<file path="src/rtl/memrw_pkg.sv">
// memrw_pkg: shared types and helpers for the burst master.
//   state_e  - burst engine state
//   resp_t   - read-response buffer entry {data, last, err}
//   burst_in_range - range check of a burst against the RAM window
package memrw_pkg;

  typedef enum logic [1:0] {
    ST_IDLE  = 2'd0,
    ST_READ  = 2'd1,
    ST_WRITE = 2'd2
  } state_e;

  localparam int WORD_BYTES = 8;
  localparam int WORD_SHIFT = 3;

  typedef struct packed {
    logic [63:0] data;
    logic        last;
    logic        err;
  } resp_t;

  // Evaluated in 65 bits so a burst ending exactly at 2^64 cannot wrap
  // back into range.
  function automatic logic burst_in_range(input logic [63:0] addr,
                                          input logic [7:0]  len,
                                          input logic [63:0] base,
                                          input logic [63:0] span);
    logic [64:0] off;
    logic [64:0] fin;
    off = {1'b0, addr} - {1'b0, base};
    fin = off + (({57'd0, len} + 65'd1) << WORD_SHIFT);
    return (addr >= base) && (fin <= {1'b0, span});
  endfunction

endpackage

</file>
<file path="src/rtl/memrw_burst_master_if.sv">
// memrw_burst_master_if: fabric-side burst request / write-beat / read-beat
// handshakes plus the word-granular memory port of the RAM helper.
//   master modport - the burst engine view
//   slave  modport - the fabric + memory environment view
interface memrw_burst_master_if;
  logic        req_valid;
  logic        req_ready;
  logic        req_write;
  logic [63:0] req_addr;
  logic [7:0]  req_len;
  logic        wdata_valid;
  logic        wdata_ready;
  logic [63:0] wdata;
  logic [63:0] wmask;
  logic        rdata_valid;
  logic        rdata_ready;
  logic [63:0] rdata;
  logic        rdata_last;
  logic        rdata_err;
  logic        write_done;
  logic        write_err;
  logic        r_enable;
  logic [63:0] r_index;
  logic [63:0] r_data;
  logic        w_enable;
  logic [63:0] w_index;
  logic [63:0] w_data;
  logic [63:0] w_mask;
  logic        enable;

  modport master (
    input  req_valid, req_write, req_addr, req_len,
    input  wdata_valid, wdata, wmask, rdata_ready, r_data,
    output req_ready, wdata_ready, rdata_valid, rdata, rdata_last, rdata_err,
    output write_done, write_err,
    output r_enable, r_index, w_enable, w_index, w_data, w_mask, enable
  );

  modport slave (
    output req_valid, req_write, req_addr, req_len,
    output wdata_valid, wdata, wmask, rdata_ready, r_data,
    input  req_ready, wdata_ready, rdata_valid, rdata, rdata_last, rdata_err,
    input  write_done, write_err,
    input  r_enable, r_index, w_enable, w_index, w_data, w_mask, enable
  );
endinterface

</file>
<file path="src/rtl/memrw_resp_fifo.sv">
// memrw_resp_fifo: show-ahead synchronous FIFO with occupancy output.
//   i_clk, i_rst_n    - clock, asynchronous active-low reset (control only)
//   i_push, i_data    - write side; ignored when full unless popping too
//   i_pop             - read side; ignored when empty
//   o_data            - head entry (valid while o_count != 0)
//   o_count           - number of stored entries
module memrw_resp_fifo #(
  parameter int  DEPTH = 4,
  parameter type T     = logic [7:0]
) (
  input  logic                   i_clk,
  input  logic                   i_rst_n,
  input  logic                   i_push,
  input  T                       i_data,
  input  logic                   i_pop,
  output T                       o_data,
  output logic [$clog2(DEPTH):0] o_count
);
  localparam int AW = $clog2(DEPTH);

  T              r_mem [DEPTH];
  logic [AW-1:0] r_wptr;
  logic [AW-1:0] r_rptr;
  logic [AW:0]   r_count;
  logic          w_do_push;
  logic          w_do_pop;

  assign w_do_pop  = i_pop && (r_count != '0);
  assign w_do_push = i_push && ((r_count != (AW+1)'(DEPTH)) || w_do_pop);

  always_ff @(posedge i_clk or negedge i_rst_n) begin
    if (!i_rst_n) begin
      r_wptr  <= '0;
      r_rptr  <= '0;
      r_count <= '0;
    end else begin
      if (w_do_push) r_wptr <= r_wptr + 1'b1;
      if (w_do_pop)  r_rptr <= r_rptr + 1'b1;
      if (w_do_push && !w_do_pop)      r_count <= r_count + 1'b1;
      else if (!w_do_push && w_do_pop) r_count <= r_count - 1'b1;
    end
  end

  always_ff @(posedge i_clk) begin
    if (w_do_push) r_mem[r_wptr] <= i_data;
  end

  assign o_data  = r_mem[r_rptr];
  assign o_count = r_count;
endmodule

</file>
<file path="src/rtl/memrw_burst_master.sv">
// memrw_burst_master: burst initiator for the word-granular RAM helper port.
// Accepts one read or write burst at a time, issues one memory access per
// beat (byte address -> word index relative to ADDR_BASE), buffers read data
// in a response FIFO and answers out-of-range bursts with error beats.
//   i_clock, i_reset_n - clock, asynchronous active-low reset
//   bus (master)       - request / write-beat / read-beat handshakes,
//                        write completion pulses and the memory port
module memrw_burst_master
  import memrw_pkg::*;
#(
  parameter logic [63:0] ADDR_BASE   = 64'h8000_0000,
  parameter logic [63:0] RAM_BYTES   = 64'h8000_0000,
  parameter int          RFIFO_DEPTH = 4
) (
  input logic                  i_clock,
  input logic                  i_reset_n,
  memrw_burst_master_if.master bus
);
  localparam int CW = $clog2(RFIFO_DEPTH) + 1;

  state_e        r_state;
  state_e        w_state_nxt;
  logic          r_out_en;
  logic [8:0]    r_beat;
  logic [7:0]    r_len;
  logic [63:0]   r_base;
  logic          r_err;
  logic          r_rd_en;
  logic [63:0]   r_rd_idx;
  logic          r_iss_p0;
  logic          r_iss_last_p0;
  logic          r_iss_err_p0;
  logic          r_pend_p1;
  logic          r_pend_last_p1;
  logic          r_pend_err_p1;
  logic          r_wr_en;
  logic [63:0]   r_wr_idx;
  logic [63:0]   r_wr_data;
  logic [63:0]   r_wr_mask;
  logic          r_wdone;
  logic          r_werr;

  logic          w_accept;
  logic          w_in_range;
  logic [63:0]   w_base_idx;
  logic          w_last_beat;
  logic [CW:0]   w_inflight;
  logic          w_space;
  logic          w_rd_issue;
  logic          w_wr_hs;
  logic [63:0]   w_beat_idx;
  logic [CW-1:0] w_fcount;
  logic          w_rvalid;
  logic          w_pop;
  resp_t         w_push_entry;
  resp_t         w_head;

  assign bus.req_ready   = (r_state == ST_IDLE) && r_out_en;
  assign bus.wdata_ready = (r_state == ST_WRITE);
  assign w_accept    = bus.req_valid && bus.req_ready;
  assign w_in_range  = burst_in_range(bus.req_addr, bus.req_len, ADDR_BASE, RAM_BYTES);
  assign w_base_idx  = (bus.req_addr - ADDR_BASE) >> WORD_SHIFT;
  assign w_last_beat = (r_beat == {1'b0, r_len});
  assign w_beat_idx  = r_base + {55'd0, r_beat};

  // Everything already issued but not yet in the FIFO counts against the
  // space: the beat strobed this cycle and the one whose data lands next.
  assign w_inflight = {1'b0, w_fcount} + {{CW{1'b0}}, r_iss_p0} + {{CW{1'b0}}, r_pend_p1};
  assign w_space    = w_inflight < (CW+1)'(RFIFO_DEPTH);
  assign w_rd_issue = (r_state == ST_READ) && w_space;
  assign w_wr_hs    = (r_state == ST_WRITE) && bus.wdata_valid;

  always_comb begin
    w_state_nxt = r_state;
    unique case (r_state)
      ST_IDLE:  if (w_accept) w_state_nxt = bus.req_write ? ST_WRITE : ST_READ;
      ST_READ:  if (w_rd_issue && w_last_beat) w_state_nxt = ST_IDLE;
      ST_WRITE: if (w_wr_hs && w_last_beat) w_state_nxt = ST_IDLE;
      default:  w_state_nxt = ST_IDLE;
    endcase
  end

  always_ff @(posedge i_clock or negedge i_reset_n) begin
    if (!i_reset_n) begin
      r_state  <= ST_IDLE;
      r_out_en <= 1'b0;
    end else begin
      r_state  <= w_state_nxt;
      r_out_en <= 1'b1;
    end
  end

  // Stage p0: burst bookkeeping and beat issue onto the memory port
  always_ff @(posedge i_clock or negedge i_reset_n) begin
    if (!i_reset_n) begin
      r_beat        <= '0;
      r_len         <= '0;
      r_base        <= '0;
      r_err         <= 1'b0;
      r_rd_en       <= 1'b0;
      r_rd_idx      <= '0;
      r_iss_p0      <= 1'b0;
      r_iss_last_p0 <= 1'b0;
      r_iss_err_p0  <= 1'b0;
      r_wr_en       <= 1'b0;
      r_wr_idx      <= '0;
      r_wr_data     <= '0;
      r_wr_mask     <= '0;
      r_wdone       <= 1'b0;
      r_werr        <= 1'b0;
    end else begin
      if (w_accept) begin
        r_beat <= '0;
        r_len  <= bus.req_len;
        r_base <= w_base_idx;
        r_err  <= !w_in_range;
      end else if (w_rd_issue || w_wr_hs) begin
        r_beat <= r_beat + 9'd1;
      end

      // Error beats travel the same pipeline so they obey the same space
      // rule and keep ordering, but never strobe the memory.
      r_iss_p0      <= w_rd_issue;
      r_iss_last_p0 <= w_last_beat;
      r_iss_err_p0  <= r_err;
      r_rd_en       <= w_rd_issue && !r_err;
      if (w_rd_issue && !r_err) r_rd_idx <= w_beat_idx;

      r_wr_en <= w_wr_hs && !r_err;
      if (w_wr_hs && !r_err) begin
        r_wr_idx  <= w_beat_idx;
        r_wr_data <= bus.wdata;
        r_wr_mask <= bus.wmask;
      end
      r_wdone <= w_wr_hs && w_last_beat;
      r_werr  <= w_wr_hs && w_last_beat && r_err;
    end
  end

  // Stage p1: memory data returns; pushed into the response FIFO next edge
  always_ff @(posedge i_clock or negedge i_reset_n) begin
    if (!i_reset_n) begin
      r_pend_p1      <= 1'b0;
      r_pend_last_p1 <= 1'b0;
      r_pend_err_p1  <= 1'b0;
    end else begin
      r_pend_p1      <= r_iss_p0;
      r_pend_last_p1 <= r_iss_last_p0;
      r_pend_err_p1  <= r_iss_err_p0;
    end
  end

  always_comb begin
    w_push_entry      = '0;
    w_push_entry.data = r_pend_err_p1 ? 64'd0 : bus.r_data;
    w_push_entry.last = r_pend_last_p1;
    w_push_entry.err  = r_pend_err_p1;
  end

  memrw_resp_fifo #(
    .DEPTH (RFIFO_DEPTH),
    .T     (resp_t)
  ) u_rfifo (
    .i_clk   (i_clock),
    .i_rst_n (i_reset_n),
    .i_push  (r_pend_p1),
    .i_data  (w_push_entry),
    .i_pop   (w_pop),
    .o_data  (w_head),
    .o_count (w_fcount)
  );

  assign w_rvalid = (w_fcount != '0);
  assign w_pop    = w_rvalid && bus.rdata_ready;

  // Head storage is not reset, so the response fields are gated by valid.
  assign bus.rdata_valid = w_rvalid;
  assign bus.rdata       = w_rvalid ? w_head.data : 64'd0;
  assign bus.rdata_last  = w_rvalid && w_head.last;
  assign bus.rdata_err   = w_rvalid && w_head.err;

  assign bus.write_done = r_wdone;
  assign bus.write_err  = r_werr;
  assign bus.r_enable   = r_rd_en;
  assign bus.r_index    = r_rd_idx;
  assign bus.w_enable   = r_wr_en;
  assign bus.w_index    = r_wr_idx;
  assign bus.w_data     = r_wr_data;
  assign bus.w_mask     = r_wr_mask;
  assign bus.enable     = r_rd_en | r_wr_en;
endmodule

</file>
<file path="src/flat_wrapper.sv">
// flat-port wrapper written by rule: the top's interface ports become plain ports
module memrw_burst_master_flat import memrw_pkg::*;
#(
  parameter logic [63:0] ADDR_BASE   = 64'h8000_0000,
  parameter logic [63:0] RAM_BYTES   = 64'h8000_0000,
  parameter int          RFIFO_DEPTH = 4
)
  (i_clock, i_reset_n, bus_req_valid, bus_req_write, bus_req_addr, bus_req_len, bus_wdata_valid, bus_wdata, bus_wmask, bus_rdata_ready, bus_r_data, bus_req_ready, bus_wdata_ready, bus_rdata_valid, bus_rdata, bus_rdata_last, bus_rdata_err, bus_write_done, bus_write_err, bus_r_enable, bus_r_index, bus_w_enable, bus_w_index, bus_w_data, bus_w_mask, bus_enable);
  memrw_burst_master_if bus_i ();
  input logic i_clock;
  input logic i_reset_n;
  input wire logic [$bits(bus_i.req_valid)-1:0] bus_req_valid;
  input wire logic [$bits(bus_i.req_write)-1:0] bus_req_write;
  input wire logic [$bits(bus_i.req_addr)-1:0] bus_req_addr;
  input wire logic [$bits(bus_i.req_len)-1:0] bus_req_len;
  input wire logic [$bits(bus_i.wdata_valid)-1:0] bus_wdata_valid;
  input wire logic [$bits(bus_i.wdata)-1:0] bus_wdata;
  input wire logic [$bits(bus_i.wmask)-1:0] bus_wmask;
  input wire logic [$bits(bus_i.rdata_ready)-1:0] bus_rdata_ready;
  input wire logic [$bits(bus_i.r_data)-1:0] bus_r_data;
  output wire logic [$bits(bus_i.req_ready)-1:0] bus_req_ready;
  output wire logic [$bits(bus_i.wdata_ready)-1:0] bus_wdata_ready;
  output wire logic [$bits(bus_i.rdata_valid)-1:0] bus_rdata_valid;
  output wire logic [$bits(bus_i.rdata)-1:0] bus_rdata;
  output wire logic [$bits(bus_i.rdata_last)-1:0] bus_rdata_last;
  output wire logic [$bits(bus_i.rdata_err)-1:0] bus_rdata_err;
  output wire logic [$bits(bus_i.write_done)-1:0] bus_write_done;
  output wire logic [$bits(bus_i.write_err)-1:0] bus_write_err;
  output wire logic [$bits(bus_i.r_enable)-1:0] bus_r_enable;
  output wire logic [$bits(bus_i.r_index)-1:0] bus_r_index;
  output wire logic [$bits(bus_i.w_enable)-1:0] bus_w_enable;
  output wire logic [$bits(bus_i.w_index)-1:0] bus_w_index;
  output wire logic [$bits(bus_i.w_data)-1:0] bus_w_data;
  output wire logic [$bits(bus_i.w_mask)-1:0] bus_w_mask;
  output wire logic [$bits(bus_i.enable)-1:0] bus_enable;
  assign bus_i.req_valid = bus_req_valid;
  assign bus_i.req_write = bus_req_write;
  assign bus_i.req_addr = bus_req_addr;
  assign bus_i.req_len = bus_req_len;
  assign bus_i.wdata_valid = bus_wdata_valid;
  assign bus_i.wdata = bus_wdata;
  assign bus_i.wmask = bus_wmask;
  assign bus_i.rdata_ready = bus_rdata_ready;
  assign bus_i.r_data = bus_r_data;
  assign bus_req_ready = bus_i.req_ready;
  assign bus_wdata_ready = bus_i.wdata_ready;
  assign bus_rdata_valid = bus_i.rdata_valid;
  assign bus_rdata = bus_i.rdata;
  assign bus_rdata_last = bus_i.rdata_last;
  assign bus_rdata_err = bus_i.rdata_err;
  assign bus_write_done = bus_i.write_done;
  assign bus_write_err = bus_i.write_err;
  assign bus_r_enable = bus_i.r_enable;
  assign bus_r_index = bus_i.r_index;
  assign bus_w_enable = bus_i.w_enable;
  assign bus_w_index = bus_i.w_index;
  assign bus_w_data = bus_i.w_data;
  assign bus_w_mask = bus_i.w_mask;
  assign bus_enable = bus_i.enable;
  memrw_burst_master #(.ADDR_BASE(ADDR_BASE), .RAM_BYTES(RAM_BYTES), .RFIFO_DEPTH(RFIFO_DEPTH)) u_core (.i_clock(i_clock), .i_reset_n(i_reset_n), .bus(bus_i));
endmodule
</file>
<file path="config.mk">
export PLATFORM = sky130hd
export DESIGN_NAME = memrw_burst_master_flat
export DESIGN_NICKNAME = d
export VERILOG_FILES = /design/src/rtl/memrw_pkg.sv /design/src/rtl/memrw_burst_master_if.sv /design/src/rtl/memrw_resp_fifo.sv /design/src/rtl/memrw_burst_master.sv /design/src/flat_wrapper.sv
export SDC_FILE = /design/constraint.sdc
export NUM_CORES = 1
export LEC_CHECK = 0
export CELL_PAD_IN_SITES_DETAIL_PLACEMENT = 1
export CELL_PAD_IN_SITES_GLOBAL_PLACEMENT = 2
export CORE_MARGIN = 2
export CORE_UTILIZATION = 33
export DETAILED_ROUTE_END_ITERATION = 10
export GPL_TIMING_DRIVEN = 0
export PLACE_DENSITY = 0.86
export SETUP_SLACK_MARGIN = 0.05
export SKIP_CTS_REPAIR_TIMING = 1
export SLEW_MARGIN = 5
export SYNTH_ARGS = -nofsm -noshare
export SYNTH_HDL_FRONTEND = slang
export SYNTH_HIERARCHICAL = 1
export SYNTH_SLANG_ARGS = --single-unit
</file>
<file path="constraint.sdc">
create_clock -name i_clock -period 4.1 [get_ports i_clock]
set_input_delay 0.82 -clock i_clock [delete_from_list [all_inputs] [get_ports i_clock]]
set_output_delay 0.82 -clock i_clock [all_outputs]
set_load 0.005 [all_outputs]
</file>
# After elaboration in Yosys (flattened, before gate mapping)
# Memories as Yosys holds them, arrays and structs flattened.
# Index checks and enable logic that the tools add are counted.
# op_classes
n_addsub	12
order_cmp	3
n_eq_ne	7
n_mux	13
bitwise	1
n_reduce_logical	28
# ops
cell	count
$mux 64	2
$add 65x65->65	1
$le 65x32->1 const B	1
$sub 64x32->65 const B	1
$ge 64x32->1 const B	1
$sub 64x32->64 const B	1
$add 61x9->62	1
$mux 9	2
$logic_and 1x1->1	17
$add 8x1->9 const B	1
$add 9x1->9 const B	1
$eq 9x8->1	1
$mux 2	4
$mux 3	2
$pmux 2 s3	1
$add 2x1->2 const B	2
$add 3x1->4	1
$add 4x1->4	1
$logic_not 1->1	4
$lt 4x3->1 const B	1
$ne 2x1->1 const B	2
$reduce_bool 2->1	2
$add 3x1->3 const B	1
$ne 3x3->1 const B	1
other kinds (10)	12
# totals
ff_bits	355
ram_bits	264
output_inout_bits	330
wordCells	88
mem_count	1
# memory_table
name	words	width	rd	rd_ports_with_merged_regs	write_ports	line	source
u_core.u_rfifo.r_mem	4	66	1	0	1	memrw_resp_fifo.sv:21	T r_mem [DEPTH];

# Longest topological paths before layout
# Gate-level depths: netlist of run 1.
# depth
ltp_word	9
depth_mapped	15
mapped_depth_nobuf	14

# Cells and area by module
# The synthesis of run 1 kept the hierarchy.
# by_module_without_submodules
mod	n_inst	cells_each	area_per_inst_um2	seq_area_each_um2
memrw_burst_master	1	1961	17237.8	8608.3
memrw_resp_fifo	1	378	9964.6	8102.8

# Least setup slack after synthesis of run 1
# No wires, ideal clock.
# synth_timing
path_type	input to register
startpoint	in bus_req_len[4]
endpoint	reg u_core.r_err
setup_time_ps	126
arrival_ps	3955
slack_ps	19
cell_stages	14
cell_sequence	and3_1 nand3_1 or2_2 xnor2_1 ha_1 clkbuf_1 nand3_1 a211o_1 a211oi_1 nand2_1 mux2_2 nor4_1 nand4b_1 o32a_1
# synth_between
elab_chain_len	5
# synth_lines
element	line	source
start: declaration	flat_wrapper.sv:15	input wire logic [$bits(bus_i.req_len)-1:0] bus_req_len;
$add 8x1->9	memrw_pkg.sv:31	fin = off + (({57'd0, len} + 65'd1) << WORD_SHIFT);
$add 65x65->65	memrw_pkg.sv:31	
$le 65x32->1	memrw_pkg.sv:32	return (addr >= base) && (fin <= {1'b0, span});
$logic_and 1x1->1	memrw_pkg.sv:32	
$logic_not 1->1	memrw_burst_master.sv:116	r_err <= !w_in_range;
end signal: assignment	memrw_burst_master.sv:116	
end: declaration	memrw_burst_master.sv:27	logic r_err;
# Every way passes these cells.
# A chain may end at the register's enable or synchronous reset.

# Worst setup path after layout of run 1
# layout_timing
startpoint	in bus_req_len[3]
endpoint	reg u_core.r_err
# The elaborated chain is that of the path after synthesis.

==> results of run 1 <==
## per-layer routing
metal | wire length (um) | global-route usage, %
met2 | 49480 | 39.62
met4 | 3671 | 8.176
met5 | 70 | 0
met1 | 40750 | 28.82
met3 | 6072 | 5.391
## cells in the final DEF (no fill, tap or decap), types with 8 or more instances in the layout
cell type        instances
a21o_1                   9
a21oi_1                 48
and2_1                  73
and3_1                  16
buf_4                   17
clkbuf_1               121
clkbuf_16               73
clkbuf_8                12
clkdlybuf4s50_1        585
dfrtp_1                351
edfxtp_1               264
ha_1                    26
inv_1                   39
mux2_2                  33
mux4_2                  66
nand2_1                581
nand2b_1                 8
nand3_1                 35
nand4_1                 25
nor2_1                  93
nor2b_1                 72
nor3_1                  33
nor4_1                  23
o21ai_0                151
or2_2                    8
or3_1                   14
xnor2_1                 76
xor2_1                  38
## cell type report
cell class | instances | area share [%]
multi-input cells | 1563 | 26.65
repair buffers | 604 | 16.54
clock buffers | 113 | 5.604
flip-flops and latches | 615 | 44.87
well taps | 1070 | 3.595
diodes | 7 | 0.04704
inverters | 39 | 0.3931
plain buffers | 122 | 1.619
clock inverters | 18 | 0.6753
## cells in the mapped netlist, drive strengths merged (34+ instances only)
library cell and count:
nor2b 72, edfxtp 264, nand2 581, o21ai 152, a21oi 51, mux2 34
nor3 34, nand3 36, nor2 94, xnor2 77, mux4 66, clkbuf 98
and2 77, inv 39, dfrtp 351, xor2 38
## logic make-up (layout without fill, tap and decap cells)
family	after synthesis	in the layout
other cells	2	12
buf+inv	164	896
mux	106	106
fa+ha+maj	31	31
compound gates	278	278
xor+xnor	115	115
simple gates	1028	1028
flops	615	615
## worst max path at each step
| stage | endpoint | start | slack [ns] | cells after the start |
|---|---|---|---|---|
| 2_1_floorplan | u_core/r_err$_DFFE_PN0P_ | bus_req_len[4] | 0.19 | 14 |
| 3_3_place_gp | u_core/bus.w_index[10]$_DFFE_PN0P_ | i_reset_n | -13.25 | 1 |
| 3_5_place_dp | u_core/r_err$_DFFE_PN0P_ | bus_req_len[0] | -1.91 | 14 |
| 4_1_cts | u_core/r_err$_DFFE_PN0P_ | bus_req_len[0] | -1.29 | 14 |
| 5_1_grt | u_core/r_err$_DFFE_PN0P_ | bus_req_len[4] | -0.17 | 14 |
| 6_report | u_core/r_err$_DFFE_PN0P_ | bus_req_len[3] | -0.1 | 13 |
## flip-flops by register name, indices dropped and copies added (netlist names), 2 cells and up
register                flops
u_core/bus.w_data          64
u_core/u_rfifo/r_rptr       2
u_core/r_len                8
u_core/u_rfifo/o_count      3
u_core/bus.r_index         62
u_core/bus.w_index         62
u_core/bus.w_mask          64
u_core/u_rfifo/r_wptr       2
u_core/r_state              2
u_core/u_rfifo/r_mem      264
u_core/r_beat               9
u_core/r_base              61
## power groups by stage
stage | logic, mW | registers (mW) | clock network (mW)
after floorplan | 3.41 | 8.96 | 0
after global placement | 8.00 | 9.13 | 0
after detailed placement | 8.26 | 9.19 | 0
after CTS | 8.32 | 9.11 | 6.49
after global routing | 8.83 | 9.29 | 6.74
final | 8.22 | 9.12 | 6.31
## worst max-delay path, stage by stage
cell	delay (ns)
clkdlybuf4s50_1	0.57
nand3_1	0.17
xnor2_1	0.16
ha_1	0.34
nand2_1	0.09
or3_1	0.42
a211o_1	0.39
a211oi_4	0.51
nand2_1	0.15
mux2_2	0.31
nor4_2	0.23
nand4b_1	0.15
o32a_1	0.37
## stage by stage
step / area [um^2] / util [%] / total power, mW / worst slack (ns) / hold WS, ns
2_1_floorplan: 27220 / - / 12.36 / 0.1850 / 0.3312
3_3_place_gp: 34450 / 42.09 / 17.14 / -13.25 / 0.3522
3_5_place_dp: 34660 / 42.35 / 17.45 / -1.909 / 0.3426
4_1_cts: 37000 / 45.21 / 23.93 / -1.291 / 0.1894
5_1_grt: 37240 / 45.50 / 24.86 / -0.1729 / 0.2006
6_report: 37240 / 45.50 / 23.65 / -0.09944 / 0.1789
==> impl_metrics.tcl, run 1 <==
set metrics [dict create \
    drive_gt1_share_pct 9.304 \
    yosys-top-cells-area "dfrtp_1 (32%), edfxtp_1 (29%), nand2_1 (8.0%), mux4_2 (5.5%), o21ai_0 (2.8%)" \
    grt.overflow.total 0 \
    cp_max_fo 6 \
    p_comb_share_pct 34.7 \
    grt_start_max_net_pins 107 \
    synthCells 2339 \
    firstDrtPassIters 5 \
    finalSetupTns_ns -0.09944 \
    status "complete, but fails checks" \
    synth-simple-area-share_pct 17.40 \
    initial_core_util_pct 33.24 \
    rr_worst_depth 13 \
    tightest_slew_ns 1.217 \
    cp.required_ns 4.59 \
    ys_seq_elements 615 \
    fillers 8783 \
    die_h_um 291.1 \
    yosysTopAreaCell "dfrtp_1" \
    ctsHtreeMaxLevel 3 \
    drc_errors 0 \
    clkLatencyLatePin_ns 0.61 \
    setup_slack_ns -0.09944 \
    cts_tree "yes" \
    synthArstFlopShare_pct 57.07 \
    synthMuxAreaShare_pct 7.106 \
    via_per_inst 5.067 \
    worstPathArrival_ns 4.69 \
    hold_path_class "input pin to asynchronous set/reset pin" \
    skew_ns 0.02861 \
    dr_total_vias 21033 \
    p_per_area_nw_per_um2 635.1 \
    clock-sinks 615 \
    ant_nets 0 \
    slew_violations 0 \
    grt_usage_pct 23.23 \
    synth_area_um2 27200 \
    post-place-cells 4008 \
    layout_min_cycle_time_ns 4.199 \
    fin_crit_sh_pct 102.4 \
    antenna_found_initial 15 \
    instances_no_fill 4151 \
    vdd_drop_max_uv 302.9 \
    synth-xor-area-share_pct 3.703 \
    switching_power_mw 7.537 \
    ys_seq_area_share_pct 61.43 \
    synth_top_family_by_area "simple AND/OR/NAND/NOR gates" \
    syn2layout_area_growth_pct 36.90 \
    coreArea_um2 81850 \
    synth_warnings 6 \
    seq_area_um2 16710 \
    drv_cap 0 \
    cts_max_path_buffers 3 \
    clock.fmax_ghz 0.2381 \
    grt_pass1_wl_mm 148.6 \
    p_leak_nw 14.59 \
    wl_per_cell_um 24.10 \
    setup_viol 1 \
    placementRows 105 \
    crit-reg2reg-launch "u_core/r_beat[0]$_DFFE_PN0P_" \
    routabilityCongestion 0.8997 \
    internal_power_mw 16.12 \
    synth-compound-area-share_pct 6.039 \
    synth_top_area_share_pct 32.29 \
    first_iter_violations 1396 \
    die_x_um 291.1 \
    die_area_um2 84750 \
    failed_checks "setup timing" \
    cp-start-kind "input pin" \
    switching_share_pct 31.86 \
    r2r_setup_slack_ns 0.34 \
    clk_pin_slew_ns 0.06 \
    synth_edf_count 264 \
    ios 600 \
    final_nets 3319 \
    yosys_most_used_dff "dfrtp_1" \
    post-dp-hpwl_mm 75.77 \
    synth_fa_ha_area_share_pct 1.509 \
    numCtsBuffers 73 \
    cp-end-kind "flip-flop" \
    grt_pass1_vias 22613 \
    reg2reg_to "u_core/bus.w_index[12]$_DFFE_PN0P_" \
    pwr-share-seq_pct 38.6 \
    slew_headroom_pct 18.89 \
    rsz0062_at_grt "yes" \
    io_buffers 589 \
    critical_path_class "input pin to flip-flop" \
    root_buffer "clkbuf_16" \
    ys_types 77 \
    multi_input_area_um2 9923 \
    power.share.clock_pct 26.7 \
    avgSynthCellArea_um2 11.63 \
    drt_wl_total_mm 100.0 \
    hold_viol 0 \
]
Note: power is estimated with default switching activity, not from simulation.
==> run 2, diff against run 1 <==
- CTS_CLUSTER_SIZE: not set -> 16
==> results of run 2 <==
Same layout as run 1: the final DEF is identical, and so are final timing and power.
